===== config.mk =====
export PLATFORM = sky130hd
export DESIGN_NAME = my_dist8way16
export DESIGN_NICKNAME = d
export VERILOG_FILES = /design/src/rtl/my_dist_pkg.sv /design/src/rtl/my_lane_fifo.sv /design/src/rtl/my_dist8way16.sv
export SDC_FILE = /design/constraint.sdc
export NUM_CORES = 1
export LEC_CHECK = 0
export ABC_AREA = 1
export BUFFER_PORTS_ARGS = -buffer_cell sky130_fd_sc_hd__buf_4
export CAP_MARGIN = 10
export CORE_UTILIZATION = 55
export CTS_CLUSTER_SIZE = 30
export DETAILED_ROUTE_END_ITERATION = 8
export PLACE_DENSITY = 0.82
export SLEW_MARGIN = 20
export SYNTH_ARGS = -nofsm -noshare
export SYNTH_HDL_FRONTEND = slang
export SYNTH_SLANG_ARGS = --single-unit
export TNS_END_PERCENT = 100

===== constraint.sdc =====
create_clock -name clk -period 7.6 [get_ports clk]
set_input_delay 1.14 -clock clk [delete_from_list [all_inputs] [get_ports clk]]
set_output_delay 1.14 -clock clk [all_outputs]
set_load 0.01 [all_outputs]

===== src/rtl/my_dist_pkg.sv =====
// Shared constants and types for the 8-way word distributor and its lane FIFOs.
package my_dist_pkg;
  localparam int LANES  = 8;
  localparam int SEL_W  = 3;
  localparam int WORD_W = 16;

  typedef logic [WORD_W-1:0] word_t;
  typedef logic [LANES-1:0]  lane_vec_t;

  function automatic int unsigned occ_w(input int unsigned depth);
    return $clog2(LANES * depth + 1);
  endfunction

  function automatic logic [SEL_W:0] popcnt(input lane_vec_t v);
    logic [SEL_W:0] n;
    n = '0;
    for (int i = 0; i < LANES; i++) n = n + {{SEL_W{1'b0}}, v[i]};
    return n;
  endfunction
endpackage


===== src/rtl/my_lane_fifo.sv =====
// Single-lane synchronous FIFO; head holds its last popped value while the lane is empty.
module my_lane_fifo #(
  parameter int WIDTH = 16,
  parameter int DEPTH = 2,
  localparam int AW = $clog2(DEPTH),
  localparam int CW = AW + 1
) (
  input  logic             clk,
  input  logic             rst_n,
  input  logic             push_i,
  input  logic             pop_i,
  input  logic [WIDTH-1:0] din_i,
  output logic             full_o,
  output logic             valid_o,
  output logic [WIDTH-1:0] head_o,
  output logic [CW-1:0]    count_o
);
  logic [WIDTH-1:0] mem_q [DEPTH];
  logic [AW-1:0]    rd_q, rd_d, wr_q, wr_d;
  logic [CW-1:0]    cnt_q, cnt_d;
  logic [WIDTH-1:0] last_q;

  assign full_o  = (cnt_q == CW'(DEPTH));
  assign valid_o = (cnt_q != '0);
  assign count_o = cnt_q;
  assign head_o  = valid_o ? mem_q[rd_q] : last_q;

  always_comb begin
    rd_d  = rd_q;
    wr_d  = wr_q;
    cnt_d = cnt_q;
    if (push_i) wr_d = AW'(wr_q + 1'b1);
    if (pop_i)  rd_d = AW'(rd_q + 1'b1);
    case ({push_i, pop_i})
      2'b10:   cnt_d = CW'(cnt_q + 1'b1);
      2'b01:   cnt_d = CW'(cnt_q - 1'b1);
      default: cnt_d = cnt_q;
    endcase
  end

  always_ff @(posedge clk or negedge rst_n) begin
    if (!rst_n) begin
      rd_q   <= '0;
      wr_q   <= '0;
      cnt_q  <= '0;
      last_q <= '0;
      for (int i = 0; i < DEPTH; i++) mem_q[i] <= '0;
    end else begin
      rd_q  <= rd_d;
      wr_q  <= wr_d;
      cnt_q <= cnt_d;
      if (push_i) mem_q[wr_q] <= din_i;
      if (pop_i)  last_q <= mem_q[rd_q];
    end
  end
endmodule


===== src/rtl/my_dist8way16.sv =====
// 1-to-8 word distributor with per-lane FIFOs, status reductions and total occupancy.
// Optional round-robin destination mode is built when DIST8_RR_EN is defined.
module my_dist8way16
  import my_dist_pkg::*;
#(
  parameter int WIDTH = WORD_W,
  parameter int DEPTH = 2,
  localparam int OCC_W = $clog2(8 * DEPTH + 1)
) (
  input  logic                        clk,
  input  logic                        rst_n,
  input  logic [WIDTH-1:0]            in_data,
  input  logic [SEL_W-1:0]            in_sel,
  input  logic                        in_valid,
  output logic                        in_ready,
  output logic [LANES-1:0][WIDTH-1:0] out_data,
  output logic [LANES-1:0]            out_valid,
  input  logic [LANES-1:0]            out_ready,
  output logic                        any_valid,
  output logic                        all_empty,
`ifdef DIST8_RR_EN
  input  logic                        rr_mode,
`endif
  output logic [OCC_W-1:0]            occupancy
);
  localparam int CW = $clog2(DEPTH) + 1;

  logic [SEL_W-1:0] dst;
  lane_vec_t        push_vec, pop_vec, full_vec, valid_vec;
  logic [WIDTH-1:0] heads [LANES];
  logic [CW-1:0]    counts [LANES];
  logic             accept;
  logic [OCC_W-1:0] occ_q, occ_d;

`ifdef DIST8_RR_EN
  logic [SEL_W-1:0] ptr_q, ptr_d;

  assign dst   = rr_mode ? ptr_q : in_sel;
  // Pointer only moves on pushes it actually steered.
  assign ptr_d = (rr_mode && accept) ? SEL_W'(ptr_q + 1'b1) : ptr_q;

  always_ff @(posedge clk or negedge rst_n) begin
    if (!rst_n) ptr_q <= '0;
    else        ptr_q <= ptr_d;
  end
`else
  assign dst = in_sel;
`endif

  // Ready depends only on registered lane state, never on out_ready.
  assign in_ready = ~full_vec[dst];
  assign accept   = in_valid & in_ready;

  always_comb begin
    push_vec = '0;
    push_vec[dst] = accept;
  end

  assign pop_vec = valid_vec & out_ready;

  for (genvar k = 0; k < LANES; k++) begin : g_lane
    my_lane_fifo #(.WIDTH(WIDTH), .DEPTH(DEPTH)) u_fifo (
      .clk     (clk),
      .rst_n   (rst_n),
      .push_i  (push_vec[k]),
      .pop_i   (pop_vec[k]),
      .din_i   (in_data),
      .full_o  (full_vec[k]),
      .valid_o (valid_vec[k]),
      .head_o  (heads[k]),
      .count_o (counts[k])
    );
  end

  always_comb begin
    for (int k = 0; k < LANES; k++) out_data[k] = heads[k];
  end

  assign out_valid = valid_vec;
  assign any_valid = |valid_vec;
  assign all_empty = ~|valid_vec;

  assign occ_d = OCC_W'(occ_q + OCC_W'(accept) - OCC_W'(popcnt(pop_vec)));

  always_ff @(posedge clk or negedge rst_n) begin
    if (!rst_n) occ_q <= '0;
    else        occ_q <= occ_d;
  end

  assign occupancy = occ_q;

  logic unused_counts;
  always_comb begin
    unused_counts = 1'b0;
    for (int k = 0; k < LANES; k++) unused_counts = unused_counts ^ (^counts[k]);
  end
endmodule

== Word-level counts from Yosys, hierarchy flattened ==
Index checks and enable logic that the tools add are counted.

* Add/sub/neg operators: 41
* Magnitude comparators: 26
* Eq/ne operators: 24
* Mux-type cells: 68
* Bitwise operators: 20
* Reductions and logical operators: 27

{| class="wikitable"
|+ Operators with widths
! kind !! count
|-
| $mux 16 || 40
|-
| $bwmux 32 || 8
|-
| $demux 16 s1 || 8
|-
| $eq 2x2->1 const B || 16
|-
| $ge 2x2->1 const B || 16
|-
| $not 1->2 || 16
|-
| $pmux 2 s2 || 8
|-
| $reduce_bool 2->1 || 16
|-
| $add 1x1->1 const B || 16
|-
| $add 2x1->2 const B || 8
|-
| $add 4x1->4 || 4
|-
| $and 8x8->8 || 2
|-
| $eq 2x1->1 const B || 8
|-
| $lt 2x1->1 const B || 8
|-
| $sub 2x1->2 const B || 8
|-
| $logic_and 1x1->1 || 9
|-
| $reduce_or 8->1 || 1
|-
| $add 5x1->5 || 1
|-
| $sub 5x4->5 || 1
|-
| $add 3x1->4 || 1
|-
| $lt 3x4->1 const B || 1
|-
| $add 2x1->3 || 1
|-
| $bmux 1 s3 || 1
|-
| $demux 1 s3 || 1
|-
| 6 further kinds || 7
|}

* Register bits: 421
* Input bits: 30
* Output and inout bits: 144
* Logic and storage cells: 255

== Depth between registers and ports, before layout ==
Gate-level depths: netlist (run 1).

* Depth after elaboration: 10
* Mapped depth: 18
* Mapped depth without buffers: 18

== Hierarchy ==
Synthesis (run 1) repeated with hierarchy kept, for this count alone.

* Cells, all modules: 2611
* Area, all modules: 20567.2 um2

{| class="wikitable"
|+ By module, submodules not included
! module !! instances !! cells each !! area each (um2) !! sequential area each (um2)
|-
| my_lane_fifo (g_lane[0].u_fifo ...) || 7 || 313 || 2474.9 || 1301.2
|-
| my_lane_fifo (g_lane[7].u_fifo) || 1 || 313 || 2482.4 || 1301.2
|-
| my_dist8way16 || 1 || 107 || 760.7 || 125.1
|}

== Worst setup path after synthesis (run 1) ==
No wires, ideal clock.

* Kind: input port to flip-flop
* From: in out_ready[4]
* To: reg occ_q[4], in the netlist occupancy[4]
* Arrival time: 3.996 ns
* Required time: 7.474 ns
* Setup slack: 3.479 ns
* Stages: 14
* Path buffers: 0
* Cells stage by stage: nand2_1 xnor2_1 inv_1 ha_1 o21bai_1 fa_1 inv_1 fa_1 inv_1 fa_1 ha_1 ha_1 a31o_2 xor2_1

* Longest elaborated chain between the ends: 6

{| class="wikitable"
|+ Ends and longest elaborated chain
! what !! RTL line !! source
|-
| start: declaration || my_dist8way16.sv:18 || <nowiki>input logic [LANES-1:0] out_ready,</nowiki>
|-
| $and 8x8->8 || my_dist8way16.sv:59 || <nowiki>assign pop_vec = valid_vec & out_ready;</nowiki>
|-
| $add 4x1->4 (4 in a row) || my_dist_pkg.sv:17 || <nowiki>for (int i = 0; i < LANES; i++) n = n + {{SEL_W{1'b0}}, v[i]};</nowiki>
|-
| $sub 5x4->5 || my_dist8way16.sv:83 || <nowiki>assign occ_d = OCC_W'(occ_q + OCC_W'(accept) - OCC_W'(popcnt(pop_vec)));</nowiki>
|-
| named net occ_d[4] || my_dist8way16.sv:33 || <nowiki>logic [OCC_W-1:0] occ_q, occ_d;</nowiki>
|-
| end signal: assignment || my_dist8way16.sv:86 || <nowiki>if (!rst_n) occ_q <= '0;</nowiki>
|-
| end signal: assignment || my_dist8way16.sv:87 || <nowiki>else occ_q <= occ_d;</nowiki>
|-
| end: declaration || my_dist8way16.sv:33 ||
|}

The timed path passes the listed nets, and every way through them passes these cells.
A chain may end at the register's enable or synchronous reset.

== Worst setup path in the final report (run 1) ==
* From: reg g_lane[5].u_fifo.cnt_q[1]
* To: reg occ_q[4], in the netlist occupancy[4]

* Longest elaborated chain between the ends: 7
* Elaborated cells on any way between the ends: 12

{| class="wikitable"
|+ Ends and longest elaborated chain
! what !! RTL line !! source
|-
| start: declaration || my_lane_fifo.sv:20 || <nowiki>logic [CW-1:0] cnt_q, cnt_d;</nowiki>
|-
| start signal: assignment || my_lane_fifo.sv:51 || <nowiki>cnt_q <= cnt_d;</nowiki>
|-
| branches (longest 6 deep; another with $add 4x1->4) || -- ||
|-
| $sub 5x4->5 (*) || my_dist8way16.sv:83 ||
|-
| named net occ_d[4] || my_dist8way16.sv:33 ||
|}

Mark *: on every way through the listed nets, which the timed path passes. The select of a mux whose other input is x is not followed.

==> results of run 1 <==
[worst min path at each step]
stage               cells after the start  slack [ns]                    endpoint
detailed placement                      2        0.46   g_lane[3].u_fifo.mem_q[8]
global route                            2        0.48  g_lane[4].u_fifo.mem_q[14]
global placement                        2        0.45  g_lane[6].u_fifo.mem_q[10]
finish                                  2        0.47  g_lane[3].u_fifo.mem_q[11]
CTS                                     2        0.47  g_lane[0].u_fifo.mem_q[10]
floorplan                               2        0.44  g_lane[0].u_fifo.mem_q[14]
[layout make-up]
type / instances / area share
Sequential cell: 421 / 0.455
Multi-Input combinational cell: 1853 / 0.364
Timing Repair Buffer: 186 / 0.0620
Clock buffer: 62 / 0.0549
Inverter: 194 / 0.0315
Tap cell: 468 / 0.0253
Clock inverter: 14 / 0.00692
Antenna cell: 1 / 0.000108
[kinds of logic after synthesis]
family	Yosys count	synth area share
xor gates and xnor gates	26	0.0111
DFF	421	0.512
AOI/OAI and AO/OA	272	0.0664
buffers and inverters	402	0.0793
adders and majority gates	22	0.0152
and+or+nand+nor	1533	0.316
[through the flow]
stage	utilization	hold WS (ns)	instance area [um^2]
3_5_place_dp	0.591	0.458	21700
6_report	0.631	0.468	23100
5_1_grt	0.631	0.484	23100
4_1_cts	0.630	0.473	23100
2_1_floorplan	-	0.442	20600
3_3_place_gp	0.591	0.453	21700
[per-layer routing]
metal | wire (um) | share of wire
met3 | 4370 | 0.080
met5 | 31 | 0.00057
met1 | 22900 | 0.42
met4 | 2010 | 0.037
met2 | 25100 | 0.46
[synthesized netlist by cell type (7+ instances only)]
master,instances,area [um^2]
nand4_1,259,1620
xor2_1,16,140
clkinv_1,21,78.8
buf_1,33,124
buf_2,33,165
nand3_2,9,90.1
buf_4,20,150
a21oi_1,7,35.0
xnor2_1,10,87.6
nand2_1,1205,4520
inv_2,10,37.5
ha_1,17,213
dfrtp_1,421,10500
nor2_1,35,131
clkbuf_1,121,454
o21ai_0,263,1320
inv_1,163,612
nand3_1,18,90.1
[power groups by stage]
stage                     clock, mW  sequential (mW)  combinational (mW)
after global routing           2.25             4.04                5.12
after floorplan                   0             3.59                3.09
final                          2.15             3.93                4.53
after detailed placement          0             3.93                4.50
after global placement            0             3.89                4.32
after CTS                      2.17             3.91                4.53
[sequential cells by signal, summed over array words and instances, names as in the netlist]
| register | count |
|---|---|
| g_lane.u_fifo.count_o | 16 |
| g_lane.u_fifo.last_q | 128 |
| g_lane.u_fifo.mem_q | 256 |
| g_lane.u_fifo.rd_q | 8 |
| g_lane.u_fifo.wr_q | 8 |
| occupancy | 5 |
[worst max-delay path: stages, from the launching register on]
cell and delay, ns:
dfrtp_1 0.41, nor2_1 0.14, inv_2 0.37, nand2_1 0.32, inv_1 0.74, o21bai_1 0.18, fa_1 0.55, inv_1 0.05
fa_1 0.35, inv_1 0.08, fa_1 0.42, ha_1 0.22, ha_1 0.31, a31o_2 0.25, xor2_1 0.14
==> summary.md, run 1 <==
| Metric | Value |
|---|---|
| Clk_skew | 0.0159 ns |
| Antenna viol nets, final | 0 |
| CTS tree | built |
| Die ar. | 38,200 um^2 |
| Reg2Reg Depth | 14 |
| Worst Setup Path Type | register to register |
| Final Non-Filler Cells | 3,199 |
| Synth unique cells | 27 |
| Area occupied by multi-input gates | 8430 um^2 |
| Core area | 36,700 um^2 |
| CP required | 8.02 ns |
| Final setup fails | 0 |
| Final min period | 4.65 ns |
| Max Cap Viol | 0 |
| CTS Root Cell | clkbuf_16 |
| Insertion delay to the later sink of the worst-skew pair | 0.55 ns |
| First-pass GRT wire length | 89,100 um |
| Final Max Slew Viols | 0 |
| Hold_buf cts | 0 |
| Clock Power Share | 0.202 |
| Die Span Y | 195 um |
| WL per Instance | 17.0 um |
| Post-synth EDFFs | 0 |
| PwrDens | 458 nW/um^2 |
| Peak supply drop | 0.264 mV |
| Worst setup SP type | register |
| # fillers | 3,033 |
| Largest net degree at the start of global routing | 182 |
| Worst Tran Pin Value | 1.06 ns |
| Drt first-iter violations | 2,150 |
| Net load switching power | 4.45 mW |
| Chip width | 195 um |
| Cells after Synth | 2,676 |
| GRT Util Overall | 0.290 |
| Crit path arrival time | 5.07 ns |
| Final Hold Viols | 0 |
| Post-CTS Resized | 0 |
| RePlAce Congestion | 0.846 |
| Final setup TNS | 0 ns |
| Leakage | 12.1 nW |
| WL final | 54,500 um |
| Syn. warnings | 0 |
| Most frequent cells in the layout | nand2_1 (1,205), dfrtp_1 (421), o21ai_0 (263), nand4_1 (259), buf_4 (183) |
| Top_reg_cell synth | dfrtp_1 |
| Min-delay src | g_lane[3].u_fifo.mem_q[11] |
| Cell area after synthesis | 20,600 um^2 |
| Status | completed |
| Placed Cells | 3,121 |
| FMAX | 215 MHz |
| Clock tree buffer depth | 3 |
| R2r startpoint | g_lane[5].u_fifo.count_o[1] |
| Initial antenna violation count | 3 |
| RR Endpoint | occupancy[4] |
| Share of cells above drive strength 1 | 0.103 |
| Tot Pwr | 10.6 mW |
| Final worst slack | 2.95 ns |
| Reg2reg setup slack | 2.95 ns |
| Register Area | 10,500 um^2 |
| Setup crit start | g_lane[5].u_fifo.count_o[1] |
| Crit path to | occupancy[4] |
| Max-Slew Margin vs Limit | 0.296 |
| DRC Markers | 0 |
| Number of setup buffers added after CTS | 0 |
| Seq/Total Area, Yosys | 0.512 |
| TritonRoute pass-1 iters | 8 |
| Switching share of power | 0.420 |
| Placement Setup Slack | 2.81 ns |
| Average cell area after synthesis | 7.69 um^2 |
| Initial Util | 0.561 |
| I/O Pins | 174 |
| Vias in the first global route | 17,004 |
| Ys async rst share | 1.00 |
| Critical Path Sink Type | register |
| Int Power | 6.16 mW |
| Tcrit/Tclk final | 0.611 |
| P&R area growth vs syn | 12.4% |
| Met1 Track Usage GR | 0.410 |
| Sequential power share | 0.370 |
| Nets | 2,751 |
| RSZ-0062 raised after global routing | no |
| Vias per inst | 5.70 |
| GRT overflow | 0 |
| #FFs+latches synth | 421 |
| Crit-path max FO | 34 |
| Via count | 18,247 |
| DP HPWL | 33,900 um |
| Htree depth | 2 |
| Worst-path clk slew | 0.06 ns |
| GR peak layer | met2 |
| Commonest non-fill, non-tap cell in the layout | nand2_1 |
| Hold Path Class | register to register |
| Met2 Usage GRT | 0.452 |
| Syn_nets | 2,728 |
| Port bufs | 173 |
| Clk sink count | 421 |
| Met3 Track Usage GR | 0.0496 |
| Num CTS Buffers | 43 |
| Gate power share | 0.427 |
| Row count | 70 |
Note: power is estimated with default switching activity, not from simulation.
==> run 2, diff against run 1 <==
==> constraint.sdc (replaced) <==
create_clock -name clk -period 4.84 [get_ports clk]
set_input_delay 0.726 -clock clk [delete_from_list [all_inputs] [get_ports clk]]
set_output_delay 0.726 -clock clk [all_outputs]
set_load 0.01 [all_outputs]
==> run 2 against run 1 <==
Against the previous run: hold slack lost 0.18 ns; count of clock-buffer cells in the layout grew 6; final area grew 0.54%; cell count grew 0.75%; register-to-register slack lost 2.4 ns; setup slack lost 2.4 ns; combinational power grew 58%; global-route usage grew 0.14 points.
==> summary.md, run 2 (same netlist as run 1, synthesis figures left out) <==
| Metric | Value |
|---|---|
| Status | completed |
| Crit path to | occupancy[4] |
| RR Endpoint | occupancy[4] |
| Final Max Slew Viols | 0 |
| Initial antenna violation count | 3 |
| Final setup TNS | 0 ns |
| Die Span Y | 195 um |
| Largest net degree at the start of global routing | 123 |
| GRT Util Overall | 0.292 |
| Crit path arrival time | 4.74 ns |
| Final setup fails | 0 |
| Final Non-Filler Cells | 3,223 |
| Vias in the first global route | 17,202 |
| Nets | 2,776 |
| Row count | 70 |
| Net load switching power | 6.97 mW |
| Final min period | 4.32 ns |
| R2r startpoint | g_lane[4].u_fifo.count_o[0] |
| Via count | 18,311 |
| FMAX | 231 MHz |
| Antenna viol nets, final | 0 |
| Crit-path max FO | 34 |
| Peak supply drop | 0.380 mV |
| Htree depth | 2 |
| Int Power | 9.61 mW |
| Hold Slack | 0.292 ns |
| Share of cells above drive strength 1 | 0.109 |
| Num CTS Buffers | 44 |
| Commonest non-fill, non-tap cell in the layout | nand2_1 |
| Setup crit start | g_lane[4].u_fifo.count_o[0] |
| Worst setup SP type | register |
| Placed Cells | 3,146 |
| GRT overflow | 0 |
| Clock Power Share | 0.195 |
| PwrDens | 712 nW/um^2 |
| CP required | 5.26 ns |
| Sequential power share | 0.373 |
| Insertion delay to the later sink of the worst-skew pair | 0.55 ns |
| Vias per inst | 5.68 |
| First-pass GRT wire length | 89,300 um |
| Hold Path Class | input pin to asynchronous set/reset pin |
| Top reg by flops | g_lane.u_fifo.mem_q |
| Most frequent cells in the layout | nand2_1 (1,205), dfrtp_1 (421), o21ai_0 (263), nand4_1 (259), buf_4 (206) |
| Post-CTS Resized | 0 |
| Clock tree buffer depth | 3 |
| Drt first-iter violations | 2,032 |
| Critical Path Sink Type | register |
| WL final | 55,100 um |
| Worst Setup Path Type | register to register |
| TritonRoute pass-1 iters | 8 |
| Port bufs | 173 |
| Clk sink count | 421 |
| Tcrit/Tclk final | 0.893 |
| DP HPWL | 34,400 um |
| I/O Pins | 174 |
| P&R area growth vs syn | 13.1% |
| Final Hold Viols | 0 |
| Worst Tran Pin Value | 0.948 ns |
| Leakage | 12.2 nW |
| DRC Markers | 0 |
| Gate power share | 0.432 |
| Chip width | 195 um |
| Die ar. | 38,200 um^2 |
| Placed instance area | 21,900 um^2 |
| CTS Root Cell | clkbuf_16 |
| Reg2reg setup slack | 0.52 ns |
| Clk_skew | 0.0147 ns |
| Max-Slew Margin vs Limit | 0.368 |
| Post-route cell area | 23,300 um^2 |
| RSZ-0062 raised after global routing | no |
| RePlAce Congestion | 0.859 |
| Max reg flops | 256 |
| Core area | 36,700 um^2 |
| # fillers | 2,978 |
| Hold_buf cts | 0 |
| WL per Instance | 17.1 um |
| Worst-path clk slew | 0.06 ns |
| Number of setup buffers added after CTS | 0 |
| Reg2Reg Depth | 16 |
| Initial Util | 0.561 |
| Switching share of power | 0.420 |
| CTS tree | built |
| Max Cap Viol | 0 |
-- run 2: cell count changes in the layout (fill, tap and decap cells not counted) --
cell	change
bufinv_16	-3
buf_4	+23
buf_12	+2
clkinvlp_4	-3
clkinv_2	+1
clkbuf_8	+4
diode_2	+1
clkinv_4	-2
clkbuf_1	+2
buf_16	-1
-- run 2: worst min path at each step --
stage | start | endpoint | slack [ns]
4_1_cts | rst_n | g_lane[5].u_fifo.last_q[10] | 0.34
3_5_place_dp | g_lane[0].u_fifo.mem_q[7] | g_lane[0].u_fifo.mem_q[7] | 0.46
6_report | rst_n | g_lane[3].u_fifo.last_q[12] | 0.29
5_1_grt | rst_n | g_lane[3].u_fifo.last_q[12] | 0.38
3_3_place_gp | g_lane[6].u_fifo.mem_q[11] | g_lane[6].u_fifo.mem_q[11] | 0.45
2_1_floorplan | rst_n | g_lane[0].u_fifo.count_o[0] | 0.43
-- run 2: routing by layer --
metal  GRT usage  vias up  part of all wire
met1       0.397     8666              0.41
met3      0.0589      168             0.084
met4       0.145        2             0.048
met5           0        -           0.00031
met2       0.447      809              0.46
li1            -     8666                 -
-- run 2: power by group through the flow --
stage | clock, mW | sequential [mW] | combinational, mW
finish | 3.23 | 6.18 | 7.17
global route | 3.42 | 6.36 | 8.07
CTS | 3.27 | 6.15 | 7.19
detailed placement | 0 | 6.18 | 7.12
global placement | 0 | 6.11 | 6.82
floorplan | 0 | 5.64 | 4.86
-- run 2: area by class of cell --
| class | count | area, um^2 | share of cell area |
|---|---|---|---|
| tap | 468 | 586 | 0.0252 |
| sequential | 421 | 10500 | 0.453 |
| clock inverter | 7 | 35.0 | 0.00151 |
| timing repair buffer | 210 | 1620 | 0.0697 |
| inverter | 194 | 728 | 0.0313 |
| antenna | 2 | 5.00 | 0.000215 |
| clock buffer | 68 | 1330 | 0.0573 |
| multi-input combinational | 1853 | 8430 | 0.362 |
-- run 2: worst max-delay path: stages (launching register included) --
cell and delay, ns:
dfrtp_1 0.41, nor2_1 0.12, inv_2 0.38, nand2_1 0.30
xnor2_1 0.24, inv_1 0.06, ha_1 0.17, o21bai_1 0.17
fa_1 0.50, inv_1 0.05, fa_1 0.34, inv_1 0.08
fa_1 0.42, ha_1 0.22, ha_1 0.31, a31o_2 0.27
xor2_1 0.15
-- run 2: through the flow --
step / total power, mW / utilization / setup WS, ns
6_report: 16.6 / 0.634 / 0.518
5_1_grt: 17.8 / 0.634 / 0.239
4_1_cts: 16.6 / 0.634 / 0.504
3_5_place_dp: 13.3 / 0.597 / 0.530
3_3_place_gp: 12.9 / 0.597 / 0.663
2_1_floorplan: 10.5 / - / 1.13
